**config.mk**
```make
export PLATFORM = sky130hd
export DESIGN_NAME = opll_pwm_dac_flat
export DESIGN_NICKNAME = d
export VERILOG_FILES = /design/src/rtl/opll_pwm_dac_if.sv /design/src/rtl/opll_pwm_dac.sv /design/src/flat_wrapper.sv
export SDC_FILE = /design/constraint.sdc
export NUM_CORES = 1
export LEC_CHECK = 0
export ABC_AREA = 1
export CAP_MARGIN = 25
export CORE_AREA = 2 2 107 109
export CTS_BUF_LIST = sky130_fd_sc_hd__clkbuf_8 sky130_fd_sc_hd__clkbuf_16
export CTS_CLUSTER_SIZE = 12
export DETAILED_ROUTE_END_ITERATION = 6
export DIE_AREA = 0 0 109 111
export GPL_ROUTABILITY_DRIVEN = 0
export PLACE_DENSITY_LB_ADDON = 0.1
export SYNTH_ARGS = -nofsm -noshare
export SYNTH_HDL_FRONTEND = slang
export SYNTH_SLANG_ARGS = --single-unit
```
**constraint.sdc**
```tcl
create_clock -name clk -period 2.1 [get_ports clk]
set_input_delay 0.42 -clock clk [delete_from_list [all_inputs] [get_ports clk]]
set_output_delay 0.42 -clock clk [all_outputs]
set_load 0.05 [all_outputs]
```
**src/rtl/opll_pwm_dac_if.sv**
```systemverilog
// Sample/control bundle between the OPLL mix output and the single-pin audio DAC.
// The master drives samples and controls; the slave (the DAC) drives the pin, level and drop flag.
interface opll_pwm_dac_if;
  logic               i_sample_strb;
  logic signed [15:0] i_sample;
  logic               i_mode;
  logic               i_mute;
  logic               o_pwm;
  logic        [7:0]  o_level;
  logic               o_drop;

  modport master (
    output i_sample_strb, i_sample, i_mode, i_mute,
    input  o_pwm, o_level, o_drop
  );

  modport slave (
    input  i_sample_strb, i_sample, i_mode, i_mute,
    output o_pwm, o_level, o_drop
  );
endinterface

```
**src/rtl/opll_pwm_dac.sv**
```systemverilog
// One-pin audio DAC for the OPLL mix: offset-binary conversion, a one-deep pending
// sample slot, and either fixed-period PWM or first-order delta-sigma on o_pwm.
module opll_pwm_dac #(
  parameter int PWM_BITS = 8
) (
  input logic            clk,
  input logic            rst_n,
  opll_pwm_dac_if.slave  bus
);

  localparam int DATA_W = 16;
  localparam logic [DATA_W-1:0] MIDPOINT = 16'h8000;

  function automatic logic [DATA_W-1:0] to_offset(input logic signed [DATA_W-1:0] s);
    return {~s[DATA_W-1], s[DATA_W-2:0]};
  endfunction

  // capture stage
  logic [DATA_W-1:0]   pend_p0;
  logic                pend_v_p0;
  logic                drop_p0;

  // active stage
  logic [DATA_W-1:0]   cur_p1;
  logic [DATA_W-1:0]   acc_p1;
  logic [PWM_BITS-1:0] cnt_p1;
  logic                mode_p1;
  logic                pwm_p1;

  logic                mode_switch;
  logic                load_point;
  logic                load_en;
  logic                take_pend;
  logic [DATA_W-1:0]   load_val;
  logic [DATA_W-1:0]   capture_val;
  logic [PWM_BITS-1:0] duty;
  logic [DATA_W:0]     ds_sum;

  always_comb begin
    mode_switch = (bus.i_mode != mode_p1);
    // PWM only reloads at the period boundary so a period is never split between two duties
    load_point  = mode_p1 ? 1'b1 : (cnt_p1 == '1);
    // mute forces a midpoint load even with nothing pending
    load_en     = !mode_switch && load_point && (pend_v_p0 || bus.i_mute);
    take_pend   = load_en && pend_v_p0;
    load_val    = bus.i_mute ? MIDPOINT : pend_p0;
    capture_val = bus.i_mute ? MIDPOINT : to_offset(bus.i_sample);
    duty        = cur_p1[DATA_W-1 -: PWM_BITS];
    ds_sum      = {1'b0, acc_p1} + {1'b0, cur_p1};
  end

  always_ff @(posedge clk or negedge rst_n) begin
    if (!rst_n) begin
      pend_p0   <= MIDPOINT;
      pend_v_p0 <= 1'b0;
      drop_p0   <= 1'b0;
    end else begin
      // a new strobe wins over a same-cycle consume, keeping the slot occupied
      if (bus.i_sample_strb) begin
        pend_p0   <= capture_val;
        pend_v_p0 <= 1'b1;
      end else if (take_pend) begin
        pend_v_p0 <= 1'b0;
      end
      drop_p0 <= bus.i_sample_strb && pend_v_p0 && !take_pend;
    end
  end

  always_ff @(posedge clk or negedge rst_n) begin
    if (!rst_n) begin
      cur_p1  <= MIDPOINT;
      acc_p1  <= '0;
      cnt_p1  <= '0;
      mode_p1 <= 1'b0;
      pwm_p1  <= 1'b0;
    end else begin
      if (mode_switch) begin
        mode_p1 <= bus.i_mode;
        cnt_p1  <= '0;
        acc_p1  <= '0;
        pwm_p1  <= 1'b0;
      end else if (mode_p1) begin
        acc_p1  <= ds_sum[DATA_W-1:0];
        pwm_p1  <= ds_sum[DATA_W];
      end else begin
        cnt_p1  <= cnt_p1 + 1'b1;
        pwm_p1  <= (cnt_p1 < duty);
      end
      if (load_en) begin
        cur_p1 <= load_val;
      end
    end
  end

  assign bus.o_pwm   = pwm_p1;
  assign bus.o_level = cur_p1[DATA_W-1 -: 8];
  assign bus.o_drop  = drop_p0;

endmodule

```
**src/flat_wrapper.sv**
```systemverilog
// flat-port wrapper written by rule: the top's interface ports become plain ports
module opll_pwm_dac_flat 
#(
  parameter int PWM_BITS = 8
)
  (clk, rst_n, bus_i_sample_strb, bus_i_sample, bus_i_mode, bus_i_mute, bus_o_pwm, bus_o_level, bus_o_drop);
  opll_pwm_dac_if bus_i ();
  input logic clk;
  input logic rst_n;
  input wire logic [$bits(bus_i.i_sample_strb)-1:0] bus_i_sample_strb;
  input wire logic [$bits(bus_i.i_sample)-1:0] bus_i_sample;
  input wire logic [$bits(bus_i.i_mode)-1:0] bus_i_mode;
  input wire logic [$bits(bus_i.i_mute)-1:0] bus_i_mute;
  output wire logic [$bits(bus_i.o_pwm)-1:0] bus_o_pwm;
  output wire logic [$bits(bus_i.o_level)-1:0] bus_o_level;
  output wire logic [$bits(bus_i.o_drop)-1:0] bus_o_drop;
  assign bus_i.i_sample_strb = bus_i_sample_strb;
  assign bus_i.i_sample = bus_i_sample;
  assign bus_i.i_mode = bus_i_mode;
  assign bus_i.i_mute = bus_i_mute;
  assign bus_o_pwm = bus_i.o_pwm;
  assign bus_o_level = bus_i.o_level;
  assign bus_o_drop = bus_i.o_drop;
  opll_pwm_dac #(.PWM_BITS(PWM_BITS)) u_core (.clk(clk), .rst_n(rst_n), .bus(bus_i));
endmodule
```
Yosys cells after proc, flatten, opt, wreduce, memory -nomap -nowiden --
Index checks and enable logic that the tools add are counted.
Word-level totals: register bits after elaboration 60, output and inout port bits 10
Cells by class: add/sub/neg operators 2, magnitude comparators 1, equal/unequal tests 3, mux-type cells 11, bitwise gates (word level) 1, reductions and logical operators 10
Operator list (count):
- $mux W16 | 4
- $add A16 B16 Y17 | 1
- $mux W8 | 2
- $add A8 B1 Y8 const B | 1
- $eq A8 B8 Y1 const B | 1
- $lt A8 B8 Y1 | 1
- $logic_and A1 B1 Y1 | 5
- $mux W1 | 5
- $reduce_bool A2 Y1 | 2
- $logic_not A1 Y1 | 2
- $ne A2 B2 Y1 const B | 1
- $logic_or A1 B1 Y1 | 1
- $ne A1 B1 Y1 | 1
- $not A1 Y1 | 1

Depth between registers and ports, before layout --
Gate-level depths: netlist of the first run.
depth in word-level cells 7, mapped depth 12, mapped depth without buffers 12

Worst setup path before layout of the first run --
No wires, ideal clock.
path kind register to register, start register u_core.acc_p1[0], end register u_core.acc_p1[12], arrival time 1.464 ns, required time 1.983 ns, path slack 0.518 ns, stages on the path, launching flop included 12, buffers on the path 0, period minus slack after synthesis 1.582 ns, cells stage by stage dfrtp_1 > ha_1 > inv_1 > fa_1 > inv_1 > nand3_1 > nand3_1 > nand3_1 > nand3_1 > nand2_1 > nand3_1 > nand2_1
On the way: cells in the longest elaborated chain, start to end 3
Ends and longest elaborated chain:
- from (decl) | RTL line opll_pwm_dac.sv:25 | logic [DATA_W-1:0] acc_p1;
- from (signal assigned) | RTL line opll_pwm_dac.sv:83 | acc_p1 <= ds_sum[DATA_W-1:0];
- $add A16 B16 Y17 | RTL line opll_pwm_dac.sv:49 | ds_sum = {1'b0, acc_p1} + {1'b0, cur_p1};
- $mux W16 | RTL line opll_pwm_dac.sv:82 | end else if (mode_p1) begin
- $mux W16 | RTL line opll_pwm_dac.sv:77 | if (mode_switch) begin
Every way passes these cells. The select of a mux whose other input is x is not followed. A chain may end at the register's enable or synchronous reset.

Final worst setup path of the first run --
start register u_core.cur_p1[9], end output bus_o_level[1]
RTL lines:
- from (decl) | RTL line opll_pwm_dac.sv:24 | logic [DATA_W-1:0] cur_p1;
- from (signal assigned) | RTL line opll_pwm_dac.sv:90 | cur_p1 <= load_val;
- to (decl) | RTL line flat_wrapper.sv:15 | output wire logic [$bits(bus_i.o_level)-1:0] bus_o_level;
No word-level cell between the ends.

==> reports/metrics.yaml, run 1 <==
arrival_ps: 1630
antenna_found_initial: 0
synth_nets: 539
grt_use_total: 0.150
dr.pass1.iters: 4
reg2reg_slack_ps: 260
synth_edf_count: 0
worst_slew_pin_slew_ps: 551
core.rowCount: 39
r2r_start: "u_core.cur_p1[0]"
critPathLaunchType: "flip-flop"
synth_area_leaders: "dfrtp_1 39%, nand2_1 16%, ha_1 8.7%"
grt_pass1_wl_um: 14200
cp.required_ps: 1680
status: "complete, no violations"
start_util: 0.336
crit_family: "buffers and inverters"
port_buffers: 30
pin_count: 31
worstReg2RegEnd: "u_core.acc_p1[12]"
finalWirelength_um: 8120
synth_cell_type_count: 30
crit_start: "u_core.cur_p1[9]"
nets: 571
clock-sinks: 60
max_cap_violations: 0
synth_adder_area_share: 0.0927
finalHoldViolCount: 0
antenna_cells: 0
tns_ps: 0
clk_latency_ps: 330
grt_pass1_vias: 2996
regArea_um2: 1500
holdBufCountCts: 0
synth-async-reset-ratio: 1.00
core_area_um2: 11100
drt-initial-drc-count: 135
slew_violations: 0
synth_xor_area_frac: 0
post_drt_wl_per_cell_um: 12.1
netlist_instances: 491
ant_nets: 0
vias: 2980
hpwl_um: 6080
drive_gt1_frac: 0.129
synth_top_family_by_area: "simple AND/OR/NAND/NOR gates"
ir_drop_mv: 0.442
cts.clk_slew.worst_paths_ps: 60
clockBufferDepth: 2
p_leak_nw: 2.30
grt_overflow: 0
fp.dieArea_um2: 12100
yosys_register_bits: 60
period_needed_ps: 2050
drc: 0
grt_max_degree: 61
rsz0062_at_grt: "false"
synth-seq-area-share: 0.404
crit_buf_inv: 1
crit_fanout: 4
die_y_um: 111
crit_chain: "clkdlybuf4s50_1"
relSlewSlack: 0.632
cts_tree: "done"
ys_warn_count: 0
syn_area_um2: 3720
utilization: 0.406
synth_compound_area_frac: 0.114
worstSetupPathType: "flip-flop to primary output"
cp-end-kind: "primary output"
post-synth-top-area-fraction: 0.390
fp.dieW_um: 109
htree_levels: 3
min_path_type: "primary input to async pin"
setup_viol_count_final: 0
final.period_utilization: 0.978
critPathSlowestCell: "clkdlybuf4s50_1"
finClkSkew_ps: 6.04
avgSynthCellArea_um2: 7.59
num-fill-cells: 1124
viasPerCell: 4.44
synthSimpleGateAreaFrac: 0.280
timing.fmax_ghz: 0.487
r2r_cells: 11
synth.area.mux_share: 0
clockRootBuffer: "clkbuf_16"
powerDensity_nw_per_um2: 1350
synth_ff_type: "dfrtp_1"
multi_input_area_um2: 1810
cts-resized-gates: 0
synth_area_leader_cell: "dfrtp_1"
cts_buffers: 9
post-cts-setup-buffers: 0
cp_slowest_stage_delay_ps: 850
synthToLayoutAreaGrowth_pct: 20.7
-- sequential cells by signal (all words and copies together), names as in the netlist --
name               count
u_core.acc_p1         16
u_core.bus.o_drop      1
u_core.bus.o_pwm       1
u_core.cnt_p1          8
u_core.cur_p1         16
u_core.mode_p1         1
u_core.pend_p0        16
u_core.pend_v_p0       1
-- cell type report --
class,count,share of cell area
Clock inverter,4,0.0156
Multi-Input combinational cell,337,0.403
Clock buffer,12,0.0593
Tap cell,143,0.0398
Sequential cell,60,0.334
Timing Repair Buffer,38,0.0835
Inverter,77,0.0643
-- how the worst max path moves through the flow --
stage                              endpoint  depth (start not counted)  slack (ps)
after floorplan           u_core.acc_p1[12]                         11         520
after global placement     u_core.cnt_p1[3]                          7          60
after detailed placement   u_core.acc_p1[2]                          7          50
after CTS                    bus_o_level[2]                          1          20
after global routing         bus_o_level[2]                          1           2
final                        bus_o_level[1]                          1          50
-- synth_stat cells (2+ instances only) --
| master | count |
|---|---|
| o21ai_2 | 16 |
| nor3b_1 | 2 |
| a211oi_1 | 2 |
| inv_1 | 77 |
| nor2_1 | 27 |
| nand4_1 | 2 |
| o21bai_1 | 2 |
| ha_1 | 26 |
| buf_4 | 8 |
| dfstp_2 | 2 |
| nand2_1 | 159 |
| o21ai_0 | 25 |
| nand3_1 | 23 |
| buf_2 | 2 |
| nand3b_1 | 2 |
| a21oi_1 | 18 |
| dfrtp_1 | 58 |
| nor3_1 | 6 |
| or2_2 | 18 |
| clkbuf_1 | 4 |
| buf_6 | 3 |
-- through the flow --
stage | setup WS, ps | hold WS (ps) | area, um^2 | std cells | power, W
after global placement | 61.5 | 459 | 4160 | 655 | 0.00444
after floorplan | 518 | 124 | 3720 | 491 | 0.00380
after CTS | 20.6 | 111 | 4500 | 671 | 0.00618
after detailed placement | 47.9 | 463 | 4160 | 655 | 0.00449
after global routing | 1.76 | 126 | 4500 | 671 | 0.00657
final | 46.3 | 96.6 | 4500 | 671 | 0.00606
-- layout by cell type, fill, tap and decap left out, drive strengths merged --
cell / instances
o21ai: 41
nand3: 25
buf: 11
o31ai: 1
nor3b: 2
nor2: 28
dfstp: 2
o21a: 1
or2: 18
clkinv: 2
a211oi: 2
bufinv: 2
nand2: 160
fa: 1
inv: 77
dfrtp: 58
clkdlybuf4s50: 27
and2: 1
a22o: 1
nand3b: 2
nand4: 2
o21bai: 2
ha: 26
nor3: 6
clkbuf: 12
a21oi: 18
-- per-layer routing --
metal,GRT usage,up-vias,share of wire
met5,0,-,0
met4,0.0556,0,0.022
met3,0.0306,14,0.027
met2,0.234,35,0.44
met1,0.205,1327,0.51
li1,-,1604,-
-- power by group --
part	leakage, nW	internal [W]	switching (W)
combinational	1.34	0.000968	0.00161
clock	0.169	0.00113	0.000519
sequential	0.793	0.00152	0.000317
total	2.30	0.00361	0.00245
-- kinds of logic (layout without fill, tap and decap cells) --
family / Yosys count / after routing
AND/OR/NAND/NOR: 244 / 244
buffers and inverters: 94 / 131
AO/OA/AOI/OAI: 66 / 66
flip-flops: 60 / 60
adder cells (fa/ha/maj): 27 / 27
Power figures use the tool's default switching activity.
==> inputs of run 2 (changes only) <==
- CTS_CLUSTER_SIZE: 12 -> 28
==> results of run 2 <==
No change in the layout: final DEF, timing and power equal those of run 1.
==> inputs of run 3 (changes only) <==
- CTS_CLUSTER_SIZE: 28 -> not set
==> results of run 3 <==
No change in the layout: final DEF, timing and power equal those of run 1.
